`src/rtl/lz77_pkg.sv`:
```
// Shared widths, depths and FSM encoding for the streaming LZ77 encoder.
package lz77_pkg;

    localparam int unsigned DATA_W     = 8;
    localparam int unsigned SEARCH_N   = 9;
    localparam int unsigned LOOK_N     = 8;
    localparam int unsigned POS_W      = 4;
    localparam int unsigned LEN_W      = 3;
    localparam int unsigned CNT_W      = 4;
    localparam int unsigned LOOK_IDX_W = 3;

    localparam logic [DATA_W-1:0] TERM_CHAR   = 8'h24;
    localparam logic [CNT_W-1:0]  SEARCH_FULL = CNT_W'(SEARCH_N);
    localparam logic [CNT_W-1:0]  LOOK_FULL   = CNT_W'(LOOK_N);
    localparam logic [CNT_W-1:0]  CNT_ONE     = CNT_W'(1);

    typedef enum logic [2:0] {
        FILL,
        MATCH,
        EMIT,
        SHIFT,
        DONE
    } state_t;

endpackage

```
`src/rtl/lz77_match_finder.sv`:
```
// Combinational longest-match search over the search buffer, with overlap into the lookahead.
module lz77_match_finder
    import lz77_pkg::*;
(
    input  logic [DATA_W-1:0] i_search [SEARCH_N],
    input  logic [CNT_W-1:0]  i_search_cnt,
    input  logic [DATA_W-1:0] i_look   [LOOK_N],
    input  logic [CNT_W-1:0]  i_look_cnt,
    output logic [POS_W-1:0]  o_best_pos,
    output logic [LEN_W-1:0]  o_best_len
);

    localparam int unsigned STREAM_N = SEARCH_N + LOOK_N;

    // Oldest search char first, then the lookahead: the copy source for position p
    // and offset k is then simply w_stream[SEARCH_N-1-p+k], overlap included.
    logic [DATA_W-1:0] w_stream [STREAM_N];
    int unsigned       w_cap;
    int unsigned       w_scnt;
    int unsigned       w_len;
    int unsigned       w_best_p;
    int unsigned       w_best_l;
    logic              w_run;

    always_comb begin
        for (int unsigned i = 0; i < SEARCH_N; i++) begin
            w_stream[i] = i_search[SEARCH_N-1-i];
        end
        for (int unsigned m = 0; m < LOOK_N; m++) begin
            w_stream[SEARCH_N+m] = i_look[m];
        end
    end

    always_comb begin
        w_cap    = (i_look_cnt == '0) ? 0 : 32'(i_look_cnt) - 1;
        w_scnt   = 32'(i_search_cnt);
        w_best_p = 0;
        w_best_l = 0;
        w_len    = 0;
        w_run    = 1'b0;
        for (int unsigned p = 0; p < SEARCH_N; p++) begin
            w_len = 0;
            w_run = (p < w_scnt);
            for (int unsigned k = 0; k < LOOK_N - 1; k++) begin
                if (w_run && (k < w_cap) && (i_look[k] == w_stream[SEARCH_N-1-p+k])) begin
                    w_len = w_len + 1;
                end else begin
                    w_run = 1'b0;
                end
            end
            // Strict compare keeps the smallest position on ties.
            if (w_len > w_best_l) begin
                w_best_l = w_len;
                w_best_p = p;
            end
        end
        o_best_pos = POS_W'(w_best_p);
        o_best_len = LEN_W'(w_best_l);
    end

endmodule

```
`src/rtl/lz77_encoder.sv`:
```
// Streaming LZ77 encoder: fills a lookahead, finds the best match, emits one triple, shifts.
module lz77_encoder
    import lz77_pkg::*;
(
    input  logic              clk,
    input  logic              reset,
    input  logic              in_valid,
    input  logic [DATA_W-1:0] in_data,
    output logic              in_ready,
    output logic              out_valid,
    input  logic              out_ready,
    output logic [POS_W-1:0]  code_pos,
    output logic [LEN_W-1:0]  code_len,
    output logic [DATA_W-1:0] char_nxt,
    output logic              encode,
    output logic              finish
);

    state_t            r_state;
    state_t            w_state_next;
    logic [DATA_W-1:0] r_search [SEARCH_N];
    logic [DATA_W-1:0] r_look   [LOOK_N];
    logic [CNT_W-1:0]  r_search_cnt;
    logic [CNT_W-1:0]  r_look_cnt;
    logic [CNT_W-1:0]  r_shift_rem;
    logic              r_term_seen;
    logic              r_encode;
    logic              r_finish;
    logic [POS_W-1:0]  r_code_pos;
    logic [LEN_W-1:0]  r_code_len;
    logic [DATA_W-1:0] r_char_nxt;
    logic [POS_W-1:0]  w_best_pos;
    logic [LEN_W-1:0]  w_best_len;
    logic              w_accept;

    lz77_match_finder u_match_finder (
        .i_search     (r_search),
        .i_search_cnt (r_search_cnt),
        .i_look       (r_look),
        .i_look_cnt   (r_look_cnt),
        .o_best_pos   (w_best_pos),
        .o_best_len   (w_best_len)
    );

    // r_encode also masks in_ready for the first cycle after reset release.
    assign in_ready  = r_encode && (r_state == FILL) && (r_look_cnt < LOOK_FULL) && !r_term_seen;
    assign w_accept  = in_valid && in_ready;
    assign out_valid = (r_state == EMIT);
    assign code_pos  = r_code_pos;
    assign code_len  = r_code_len;
    assign char_nxt  = r_char_nxt;
    assign encode    = r_encode;
    assign finish    = r_finish;

    always_ff @(posedge clk or negedge reset) begin
        if (!reset) begin
            r_state <= FILL;
        end else begin
            r_state <= w_state_next;
        end
    end

    always_comb begin
        w_state_next = r_state;
        unique case (r_state)
            FILL: begin
                if ((r_look_cnt == LOOK_FULL) || r_term_seen) begin
                    w_state_next = MATCH;
                end
            end
            MATCH: w_state_next = EMIT;
            EMIT: begin
                if (out_ready) begin
                    w_state_next = (r_char_nxt == TERM_CHAR) ? DONE : SHIFT;
                end
            end
            SHIFT: begin
                if (r_shift_rem == CNT_ONE) begin
                    w_state_next = FILL;
                end
            end
            DONE:    w_state_next = DONE;
            default: w_state_next = FILL;
        endcase
    end

    always_ff @(posedge clk or negedge reset) begin
        if (!reset) begin
            for (int i = 0; i < SEARCH_N; i++) begin
                r_search[i] <= '0;
            end
            for (int i = 0; i < LOOK_N; i++) begin
                r_look[i] <= '0;
            end
            r_search_cnt <= '0;
            r_look_cnt   <= '0;
            r_shift_rem  <= '0;
            r_term_seen  <= 1'b0;
            r_encode     <= 1'b0;
            r_finish     <= 1'b0;
            r_code_pos   <= '0;
            r_code_len   <= '0;
            r_char_nxt   <= '0;
        end else begin
            r_encode <= (w_state_next != DONE);
            case (r_state)
                FILL: begin
                    if (w_accept) begin
                        r_look[r_look_cnt[LOOK_IDX_W-1:0]] <= in_data;
                        r_look_cnt <= r_look_cnt + CNT_ONE;
                        if (in_data == TERM_CHAR) begin
                            r_term_seen <= 1'b1;
                        end
                    end
                end
                MATCH: begin
                    r_code_pos  <= w_best_pos;
                    r_code_len  <= w_best_len;
                    r_char_nxt  <= r_look[w_best_len];
                    r_shift_rem <= CNT_W'(w_best_len) + CNT_ONE;
                end
                EMIT: begin
                    if (out_ready && (r_char_nxt == TERM_CHAR)) begin
                        r_finish <= 1'b1;
                    end
                end
                SHIFT: begin
                    r_search[0] <= r_look[0];
                    for (int i = 1; i < SEARCH_N; i++) begin
                        r_search[i] <= r_search[i-1];
                    end
                    for (int i = 0; i < LOOK_N - 1; i++) begin
                        r_look[i] <= r_look[i+1];
                    end
                    r_look[LOOK_N-1] <= '0;
                    r_look_cnt       <= r_look_cnt - CNT_ONE;
                    r_shift_rem      <= r_shift_rem - CNT_ONE;
                    if (r_search_cnt != SEARCH_FULL) begin
                        r_search_cnt <= r_search_cnt + CNT_ONE;
                    end
                end
                default: ;
            endcase
        end
    end

endmodule

```
`config.mk`:
```
export PLATFORM = sky130hd
export DESIGN_NAME = lz77_encoder
export DESIGN_NICKNAME = d
export VERILOG_FILES = /design/src/rtl/lz77_pkg.sv /design/src/rtl/lz77_match_finder.sv /design/src/rtl/lz77_encoder.sv
export SDC_FILE = /design/constraint.sdc
export NUM_CORES = 1
export LEC_CHECK = 0
export ABC_CLOCK_PERIOD_IN_PS = 53500
export CAP_MARGIN = 20
export CORE_ASPECT_RATIO = 1.5
export CORE_MARGIN = 2
export CORE_UTILIZATION = 35
export DETAILED_ROUTE_END_ITERATION = 7
export GPL_TIMING_DRIVEN = 1
export PLACE_DENSITY = 0.61
export REMOVE_ABC_BUFFERS = 1
export SLEW_MARGIN = 20
export SYNTH_ARGS = -nofsm -noshare
export SYNTH_HDL_FRONTEND = slang
export SYNTH_HIERARCHICAL = 1
export SYNTH_SLANG_ARGS = --single-unit
```
`constraint.sdc`:
```
create_clock -name clk -period 53.5 [get_ports clk]
set_clock_uncertainty 0.05 [all_clocks]
set_input_delay 5.35 -clock clk [delete_from_list [all_inputs] [get_ports clk]]
set_output_delay 5.35 -clock clk [all_outputs]
set_load 0.05 [all_outputs]
```
==> results.cfg, run 1 <==
[status]
status = finished clean

[critical_path]
cp.required_ns = 53.79
cp_slowest_cell = nor3_1
arrival_ns = 23.40
crit_top_cell = o21ai_0
startpoint_type = flip-flop
crit_fanout = 17
path_class = reg -> reg
cp_slowest_stage_delay_ns = 0.97
cp-end-kind = flip-flop

[floorplan]
initial_core_util = 0.352
fp.dieW_um = 203
coreArea_um2 = 58800
fp.dieH_um = 302
rows = 109
ios = 31
die-area_um2 = 61200

[global_route]
grt_pass1_wl_um = 112000
track_usage = 0.240
grt_max_degree = 97
grt_overflow = 0
antenna_found_initial = 1
grt_pass1_vias = 18000

[clocking]
cts_resized = 0
clockBufferDepth = 2
post-cts-setup-buffers = 0
clock_latency_ns = 0.48
clk_pin_slew_ns = 0.08
tritoncts = built
cts_buffers = 17
holdBufCountCts = 0
h-tree-depth = 4
cts.sinks = 169
root_buffer = clkbuf_16

[placed_design]
place_ws_ns = 30.64
io_buffers = 30
place_hpwl_um = 52400
place_area_um2 = 21700
placed_cells = 3294
place_congestion = 0.968

[route]
ant_nets = 0
vias = 18800
dr.pass1.iters = 7
drt-initial-drc-count = 1875
route.detailed.drc = 0
wl_per_cell_um = 22.2
via_per_inst = 5.65
routed_wl_um = 73800

[yosys]
synth_ff_type = dfrtp_1
synth_seq_cells = 169
synth_edf_count = 0
synth_warnings = 6
synth_cell_types = 89
syn-cell-area_um2 = 20700
syn_avg_cell_area_um2 = 8.02
synth_async_sr_flop_share = 1.00
yosysSeqAreaShare = 0.204
synthCells = 2583

[power]
power.density_nw_per_um2 = 54.5
leakagePower_nw = 9.23
ir_worst_vdd_mv = 0.0265

[layout]
fill_cells = 5969
instances_no_fill = 3327
design_area_um2 = 22300
layout-drive-gt1-share = 0.0832
nNetsFinal = 2663
syn_to_final_growth_pct = 7.59

[timing]
final_max_slew_viol_count = 0
fmax_mhz = 43.3
setup_viol = 0
whs_ns = 0.419
layout_min_cycle_time_ns = 23.12
max_slew_margin = 0.282
final.period_utilization = 0.432
rsz0062_at_grt = false
tightest_slew_ns = 1.06
worst_slack_ns = 30.38
hold_viol_final = 0
tns_ns = 0

[min_path]
hold_path_class = reg -> reg

[flow_run]
drv_cap = 0
-- kinds of logic (layout without fill, tap and decap cells) --
group                    count (synthesis)  count (layout)  synth area share
AO/OA/AOI/OAI                          256             256            0.0752
multiplexers                           162             162            0.0902
adder cells (fa/ha/maj)                116             116            0.0703
other                                    2              33          0.000363
buffers and inverters                  278             214            0.0605
XOR/XNOR                               594             594             0.253
AND/OR/NAND/NOR                       1006            1006             0.246
flip-flops                             169             169             0.204
-- synth_stat cells, types with 4 or more instances --
| cell | count | share of area |
|---|---|---|
| or2_2 | 7 | 0.0021 |
| nor3_1 | 55 | 0.013 |
| a32oi_1 | 5 | 0.0021 |
| nand4b_1 | 6 | 0.0025 |
| buf_1 | 9 | 0.0016 |
| buf_2 | 75 | 0.018 |
| mux4_2 | 16 | 0.017 |
| ha_1 | 114 | 0.069 |
| and4_1 | 9 | 0.0038 |
| mux2i_1 | 110 | 0.053 |
| o21ai_0 | 59 | 0.014 |
| o22ai_1 | 6 | 0.0018 |
| nor4b_1 | 5 | 0.0021 |
| xor2_1 | 303 | 0.13 |
| nand4_1 | 94 | 0.028 |
| buf_4 | 12 | 0.0044 |
| o211ai_1 | 6 | 0.0022 |
| and3_1 | 21 | 0.0063 |
| nand3b_1 | 6 | 0.0022 |
| or4_1 | 4 | 0.0015 |
| a31oi_1 | 6 | 0.0018 |
| o21a_1 | 18 | 0.0065 |
| nor2_1 | 173 | 0.031 |
| nor4_4 | 7 | 0.0072 |
| or3_1 | 8 | 0.0024 |
| nor2b_1 | 16 | 0.0048 |
| a41o_1 | 4 | 0.0019 |
| and2_1 | 12 | 0.0036 |
| nand2_1 | 376 | 0.068 |
| dfrtp_1 | 169 | 0.20 |
| nor3b_1 | 5 | 0.0018 |
| inv_1 | 78 | 0.014 |
| mux2_2 | 36 | 0.020 |
| a21o_1 | 9 | 0.0033 |
| a21oi_1 | 105 | 0.025 |
| nor4_2 | 8 | 0.0048 |
| clkbuf_1 | 90 | 0.016 |
| nor4_1 | 73 | 0.022 |
| buf_6 | 9 | 0.0049 |
| nand3_1 | 73 | 0.018 |
| nand2b_1 | 21 | 0.0063 |
| xnor2_1 | 288 | 0.12 |
-- worst paths after layout --
path                                                 from                      end  slack [ns]  cells after the start
worst max-delay path            r_look_cnt[2]$_DFFE_PN0P_  char_nxt[3]$_DFFE_PN0P_       30.38                    103
worst min-delay path                   finish$_DFFE_PN0P_       finish$_DFFE_PN0P_        0.42                      1
worst max register to register  r_look_cnt[2]$_DFFE_PN0P_  char_nxt[3]$_DFFE_PN0P_       30.38                    103
worst min register to register         finish$_DFFE_PN0P_       finish$_DFFE_PN0P_        0.42                      1
max in group asynchronous                           reset  code_pos[1]$_DFFE_PN0P_       47.27                      2
min in group asynchronous                           reset       finish$_DFFE_PN0P_        4.75                      1
-- cell type report --
| class | instances | area [um2] | area share |
|---|---|---|---|
| Clock inverter | 15 | 153 | 0.00685 |
| Timing Repair Buffer | 101 | 835 | 0.0375 |
| Tap cell | 777 | 972 | 0.0436 |
| Antenna cell | 1 | 2.50 | 0.000112 |
| Sequential cell | 169 | 4230 | 0.190 |
| Clock buffer | 17 | 425 | 0.0191 |
| Multi-Input combinational cell | 2166 | 15400 | 0.689 |
| Inverter | 81 | 304 | 0.0136 |
-- registers in the layout, summed over array words and instances (netlist names) --
signal,count
char_nxt,8
code_len,3
code_pos,4
encode,1
finish,1
r_look,64
r_look_cnt,4
r_search,72
r_search_cnt,4
r_shift_rem,4
r_state,3
r_term_seen,1
-- through the flow --
stage / utilization / power, W
after floorplan: - / 0.000794
after global routing: 0.379 / 0.00128
after detailed placement: 0.369 / 0.00106
final: 0.379 / 0.00121
after global placement: 0.369 / 0.00105
after CTS: 0.379 / 0.00119
-- metal layers --
layer  GRT usage  share of wire  up-vias
li1            -              -     8692
met1       0.273           0.38     8896
met2       0.398           0.46      909
met3      0.0465          0.077      309
met4       0.184          0.080        0
met5           0              0        -
-- report_power, final --
part,internal [W],leakage [nW],switching (W)
logic,0.000295,6.91,0.000491
clock network,0.0000621,0.286,0.0000637
registers,0.000182,2.04,0.000121
-- cell usage in the layout (no fill, tap or decap), types with 7 or more instances in the layout --
| cell type | count |
|---|---|
| nand2_1 | 376 |
| xor2_1 | 303 |
| xnor2_1 | 288 |
| nor2_1 | 173 |
| dfrtp_1 | 169 |
| ha_1 | 114 |
| mux2i_1 | 110 |
| a21oi_1 | 105 |
| nand4_1 | 94 |
| inv_1 | 78 |
| nand3_1 | 73 |
| nor4_1 | 73 |
| buf_4 | 71 |
| o21ai_0 | 58 |
| nor3_1 | 55 |
| mux2_2 | 36 |
| conb_1 | 32 |
| clkdlybuf4s50_1 | 29 |
| and3_1 | 21 |
| nand2b_1 | 20 |
| o21a_1 | 18 |
| clkbuf_16 | 17 |
| nor2b_1 | 16 |
| mux4_2 | 16 |
| and2_1 | 12 |
| a21o_1 | 9 |
| and4_1 | 9 |
| or3_1 | 8 |
| nor4_2 | 8 |
| or2_2 | 7 |
| nor4_4 | 7 |
-- worst max-delay path, delay by kind of cell, from the launching register on --
kind | cells | cell delay [ns]
AND/OR/NAND/NOR | 24 | 4.43
buffers and inverters | 8 | 1.24
XOR/XNOR | 1 | 0.33
AO/OA/AOI/OAI | 47 | 9.54
adder cells (fa/ha/maj) | 13 | 3.62
flip-flops | 1 | 0.66
multiplexers | 10 | 3.01
No activity file was read; power rests on OpenSTA's default activity.
==> inputs of run 2 (changes only) <==
--- a/config.mk
+++ b/config.mk
@@ -5,7 +5,7 @@
 export SDC_FILE = /design/constraint.sdc
 export NUM_CORES = 1
 export LEC_CHECK = 0
-export ABC_CLOCK_PERIOD_IN_PS = 53500
+export ABC_CLOCK_PERIOD_IN_PS = 21800
 export CAP_MARGIN = 20
 export CORE_ASPECT_RATIO = 1.5
 export CORE_MARGIN = 2
==> constraint.sdc (replaced) <==
create_clock -name clk -period 21.8 [get_ports clk]
set_clock_uncertainty 0.05 [all_clocks]
set_input_delay 2.18 -clock clk [delete_from_list [all_inputs] [get_ports clk]]
set_output_delay 2.18 -clock clk [all_outputs]
set_load 0.05 [all_outputs]
==> run 2 against run 1 <==
Sequential share of layout area fell by 0.35 points. Design area rose by 2.0%. Flip-flop and latch count did not move. First-iteration DRC count rose by 9.6%. Utilization rose by 0.74 points. Largest cell class unchanged.
==> results.cfg, run 2 (synthesis results as in run 1) <==
[floorplan]
die-area_um2 = 61200
coreArea_um2 = 58800
rows = 109
fp.dieW_um = 203
ios = 31
fp.dieH_um = 302
initial_core_util = 0.352

[global_route]
antenna_found_initial = 1
grt_overflow = 0
grt_max_degree = 97
grt_pass1_vias = 18400
track_usage = 0.249
grt_pass1_wl_um = 116000

[flow_run]
drv_cap = 0

[critical_path]
cp-end-kind = flip-flop
cp_slowest_stage_delay_ns = 0.60
cp.buffers_inverters = 10
crit_family = compound AO/OA/AOI/OAI gates
path_class = reg -> reg
crit_fanout = 18
cp_slowest_cell = mux4_2
cp.required_ns = 22.05
crit_top_cell = ha_1
arrival_ns = 20.52
startpoint_type = flip-flop

[power]
clock_power_share = 0.105
power_frac_comb = 0.667
p_int_w = 0.00139
p_seq_frac = 0.228
p_switching_w = 0.00169
leakagePower_nw = 9.46
ir_worst_vdd_mv = 0.0831
sw_frac_of_total = 0.549
power.density_nw_per_um2 = 136

[min_path]
hold_path_class = reg -> reg

[clocking]
cts.sinks = 169
root_buffer = clkbuf_16
tritoncts = built
h-tree-depth = 4
clockBufferDepth = 2
clock_latency_ns = 0.46
clk_pin_slew_ns = 0.07
cts_buffers = 17

[layout]
regMostFlops = r_search
syn_to_final_growth_pct = 9.70
nNetsFinal = 2707
diodes = 0
instances_no_fill = 3370
layout_commonest_cell = nand2_1
layout-drive-gt1-share = 0.103
final_cell_mix = nand2_1, xor2_1, xnor2_1
largest_reg_flops = 72
design_area_um2 = 22700

[timing]
hold_viol_final = 0
tns_ns = 0
worst_slack_ns = 1.53
setup_viol = 0
layout_min_cycle_time_ns = 20.27
fmax_mhz = 49.3
tightest_slew_ns = 1.11
max_slew_margin = 0.262
final_max_slew_viol_count = 0
final.period_utilization = 0.930

[route]
dr.pass1.iters = 6
via_per_inst = 5.62
vias = 18900
routed_wl_um = 75700
ant_nets = 0
wl_per_cell_um = 22.5
route.detailed.drc = 0
drt-initial-drc-count = 2055

[placed_design]
place_hpwl_um = 54600
io_buffers = 30
place_area_um2 = 22000
place_congestion = 0.975
place_ws_ns = 0.147
placed_cells = 3332

[status]
status = finished clean
-- run 2: metal layers --
layer  up-vias  global-route usage  part of all wire
li1       8761                   -                 -
met1      8947               0.289              0.38
met2       909               0.418              0.47
met3       325              0.0479             0.078
met4         2               0.166             0.078
met5         -                   0           0.00020
-- run 2: area by class of cell --
cell class / count / area, um2
inverter: 81 / 304
fill: 5942 / 36100
clock buffer: 19 / 443
clock inverter: 13 / 159
multi-input combinational: 2166 / 15400
timing repair buffer: 145 / 1180
tap: 777 / 972
sequential: 169 / 4230
-- run 2: worst reg2reg max path: cells and delay by family, from the launching register on --
| kind | cells | cell delay, ns |
|---|---|---|
| multiplexers | 9 | 2.75 |
| buffers and inverters | 10 | 1.28 |
| XOR/XNOR | 2 | 0.42 |
| AO/OA/AOI/OAI | 46 | 7.74 |
| flip-flops | 1 | 0.50 |
| adder cells (fa/ha/maj) | 13 | 3.38 |
| AND/OR/NAND/NOR | 28 | 4.01 |
-- run 2: metrics by stage --
step | hold WS [ns] | total power, W | utilization
6_report | 0.436 | 0.00308 | 0.386
5_1_grt | 0.451 | 0.00324 | 0.386
4_1_cts | 0.437 | 0.00299 | 0.384
3_5_place_dp | 0.421 | 0.00266 | 0.374
3_3_place_gp | 0.389 | 0.00264 | 0.374
2_1_floorplan | 0.415 | 0.00195 | -
-- run 2: timing repair --
| action | 4_1_cts | 5_1_grt |
|---|---|---|
| setup buffers | 0 | 5 |
| endpoints found under the setup margin | 0 | 19 |
| resized for setup | 0 | 23 |
| hold buffers | 0 | 0 |
-- run 2: worst paths after layout --
kind | from | endpoint | slack [ns] | cells after the start
worst max-delay path | r_search[70]$_DFFE_PN0P_ | char_nxt[2]$_DFFE_PN0P_ | 1.53 | 108
worst min-delay path | finish$_DFFE_PN0P_ | finish$_DFFE_PN0P_ | 0.44 | 1
worst max register to register | r_search[70]$_DFFE_PN0P_ | char_nxt[2]$_DFFE_PN0P_ | 1.53 | 108
worst min register to register | finish$_DFFE_PN0P_ | finish$_DFFE_PN0P_ | 0.44 | 1
max in group asynchronous | reset | r_search[65]$_DFFE_PN0P_ | 18.72 | 2
min in group asynchronous | reset | r_look_cnt[0]$_DFFE_PN0P_ | 1.63 | 1
-- run 2: power by group through the flow --
stage | Sequential, W | Combinational, W | Clock, W
finish | 0.000702 | 0.00205 | 0.000324
global route | 0.000717 | 0.00218 | 0.000339
CTS | 0.000693 | 0.00197 | 0.000329
detailed placement | 0.000699 | 0.00196 | 0
global placement | 0.000698 | 0.00194 | 0
floorplan | 0.000867 | 0.00108 | 0
==> inputs of run 3 (changes only) <==
--- a/config.mk
+++ b/config.mk
@@ -8,11 +8,11 @@
 export ABC_CLOCK_PERIOD_IN_PS = 21800
 export CAP_MARGIN = 20
 export CORE_ASPECT_RATIO = 1.5
-export CORE_MARGIN = 2
-export CORE_UTILIZATION = 35
+export CORE_MARGIN = 4
+export CORE_UTILIZATION = 25
 export DETAILED_ROUTE_END_ITERATION = 7
 export GPL_TIMING_DRIVEN = 1
-export PLACE_DENSITY = 0.61
+export PLACE_DENSITY = 0.5
 export REMOVE_ABC_BUFFERS = 1
 export SLEW_MARGIN = 20
 export SYNTH_ARGS = -nofsm -noshare
==> run 3 against run 2 <==
Hold slack got worse by 0.017 ns. Fmax up 0.82%. Count of clock-buffer cells in the layout is the same. Design area rose by 2.1%. Cell count is 8.5% higher. Routed wire length grew 8.2%. Utilization shrank 10 points. Critical path depth shrank 2. Flip-flop and latch count did not move. Die area up 43%. Combinational power rose by 4%. Sequential share of layout area shrank 0.40 points.
==> results.cfg, run 3 (synthesis results as in run 1) <==
[route]
route.detailed.drc = 0
ant_nets = 0
routed_wl_um = 81900
dr.pass1.iters = 5
drt-initial-drc-count = 1475
vias = 18800
wl_per_cell_um = 22.4
via_per_inst = 5.15

[layout]
nNetsFinal = 2720
largest_reg_flops = 72
syn_to_final_growth_pct = 12.0
fill_cells = 8838
design_area_um2 = 23200
instances_no_fill = 3656
regMostFlops = r_search
layout_commonest_cell = nand2_1
final_cell_mix = nand2_1, xor2_1, xnor2_1
layout-drive-gt1-share = 0.106

[timing]
tightest_slew_ns = 1.23
tns_ns = 0
rsz0062_at_grt = false
fmax_mhz = 49.7
setup_viol = 0
final.period_utilization = 0.922
hold_viol_final = 0
layout_min_cycle_time_ns = 20.10
max_slew_margin = 0.176
final_max_slew_viol_count = 0

[clocking]
tritoncts = built
h-tree-depth = 4
root_buffer = clkbuf_16
clk_pin_slew_ns = 0.08
cts.sinks = 169
clock_latency_ns = 0.47
clockBufferDepth = 2
holdBufCountCts = 0
cts_buffers = 17

[critical_path]
cp_slowest_stage_delay_ns = 0.56
crit_fanout = 18
cp_slowest_cell = mux4_2
path_class = reg -> reg
startpoint_type = flip-flop
cp.required_ns = 22.09
cp-end-kind = flip-flop
arrival_ns = 20.39

[power]
ir_worst_vdd_mv = 0.0693
power.density_nw_per_um2 = 136
leakagePower_nw = 9.54

[flow_run]
drv_cap = 0

[floorplan]
initial_core_util = 0.252
ios = 31
rows = 129
fp.dieH_um = 360
die-area_um2 = 87600
fp.dieW_um = 243
coreArea_um2 = 82300

[placed_design]
place_congestion = 0.935
placed_cells = 3617
place_hpwl_um = 60300
place_area_um2 = 22400
io_buffers = 30

[global_route]
grt_pass1_vias = 18500
grt_overflow = 0
grt_pass1_wl_um = 122000
track_usage = 0.182
grt_max_degree = 97
antenna_found_initial = 1

[status]
status = finished clean

[min_path]
hold_path_class = reg -> reg
==> run 3: cell count changes in the layout (fill, tap and decap cells not counted), moves of 2 or more <==
cell | previous run | this run
o21ai_0 | 53 | 55
dfrtp_2 | 3 | 1
clkinvlp_4 | 4 | 0
buf_4 | 112 | 126
inv_6 | 2 | 5
dfrtp_1 | 166 | 168
inv_8 | 3 | 1
o21ai_1 | 6 | 4
diode_2 | 0 | 2
bufinv_16 | 2 | 5
nor3_2 | 3 | 5
==> run 3: critical path, delay by kind of cell (launching register included) <==
kind | cells | cell delay (ns)
xor+xnor | 2 | 0.43
mux | 9 | 2.63
buf+inv | 10 | 1.34
compound gates | 47 | 7.76
fa+ha+maj | 13 | 3.48
simple gates | 25 | 3.73
flops | 1 | 0.50
==> run 3: metal layers <==
metal | vias up | track usage | routed length [um] | part of all wire
li1 | 8804 | - | - | -
met1 | 9063 | 0.200 | 30800 | 0.38
met4 | 0 | 0.128 | 6070 | 0.074
met3 | 289 | 0.0293 | 4460 | 0.054
met2 | 687 | 0.319 | 40600 | 0.50
met5 | - | 0 | 0 | 0
==> run 3: worst paths after layout <==
| kind | from | end | slack (ns) | cells past startpoint |
|---|---|---|---|---|
| min in group asynchronous | reset | encode$_DFF_PN0_ | 1.65 | 1 |
| max | r_search[70]$_DFFE_PN0P_ | char_nxt[0]$_DFFE_PN0P_ | 1.70 | 106 |
| min | finish$_DFFE_PN0P_ | finish$_DFFE_PN0P_ | 0.42 | 1 |
| max in group asynchronous | reset | r_search[51]$_DFFE_PN0P_ | 18.02 | 3 |
| max reg2reg | r_search[70]$_DFFE_PN0P_ | char_nxt[0]$_DFFE_PN0P_ | 1.70 | 106 |
| min reg2reg | finish$_DFFE_PN0P_ | finish$_DFFE_PN0P_ | 0.42 | 1 |
==> run 3: final cells by class <==
| cell class | count | area [um2] | share of cell area |
|---|---|---|---|
| antenna | 2 | 5.00 | 0.000216 |
| clock buffer | 19 | 433 | 0.0187 |
| clock inverter | 13 | 230 | 0.00992 |
| inverter | 81 | 304 | 0.0131 |
| multi-input combinational | 2166 | 15400 | 0.664 |
| sequential | 169 | 4230 | 0.182 |
| tap | 1048 | 1310 | 0.0565 |
| timing repair buffer | 158 | 1280 | 0.0553 |
==> run 3: what timing repair did <==
| item | 4_1_cts | 5_1_grt |
|---|---|---|
| gates resized for setup | 0 | 18 |
| hold endpoints to repair | 0 | 0 |
| endpoints found under the setup margin | 0 | 19 |
| setup buffers | 0 | 5 |
==> run 3: stage by stage <==
step / hold WS (ns) / total power (W) / utilization / setup slack (ns)
2_1_floorplan: 0.415 / 0.00195 / - / 1.41
3_3_place_gp: 0.396 / 0.00271 / 0.272 / 0.682
3_5_place_dp: 0.400 / 0.00272 / 0.272 / 0.419
4_1_cts: 0.419 / 0.00309 / 0.280 / 0.338
5_1_grt: 0.442 / 0.00331 / 0.282 / 0.0152
6_report: 0.419 / 0.00316 / 0.282 / 1.70
==> run 3: report_power, final <==
part | total (W) | switching (W) | internal, W | leakage [nW]
logic | 0.00213 | 0.00135 | 0.000776 | 7.19
clock network | 0.000360 | 0.000152 | 0.000207 | 0.322
registers | 0.000667 | 0.000218 | 0.000449 | 2.03
total | 0.00316 | 0.00172 | 0.00143 | 9.54
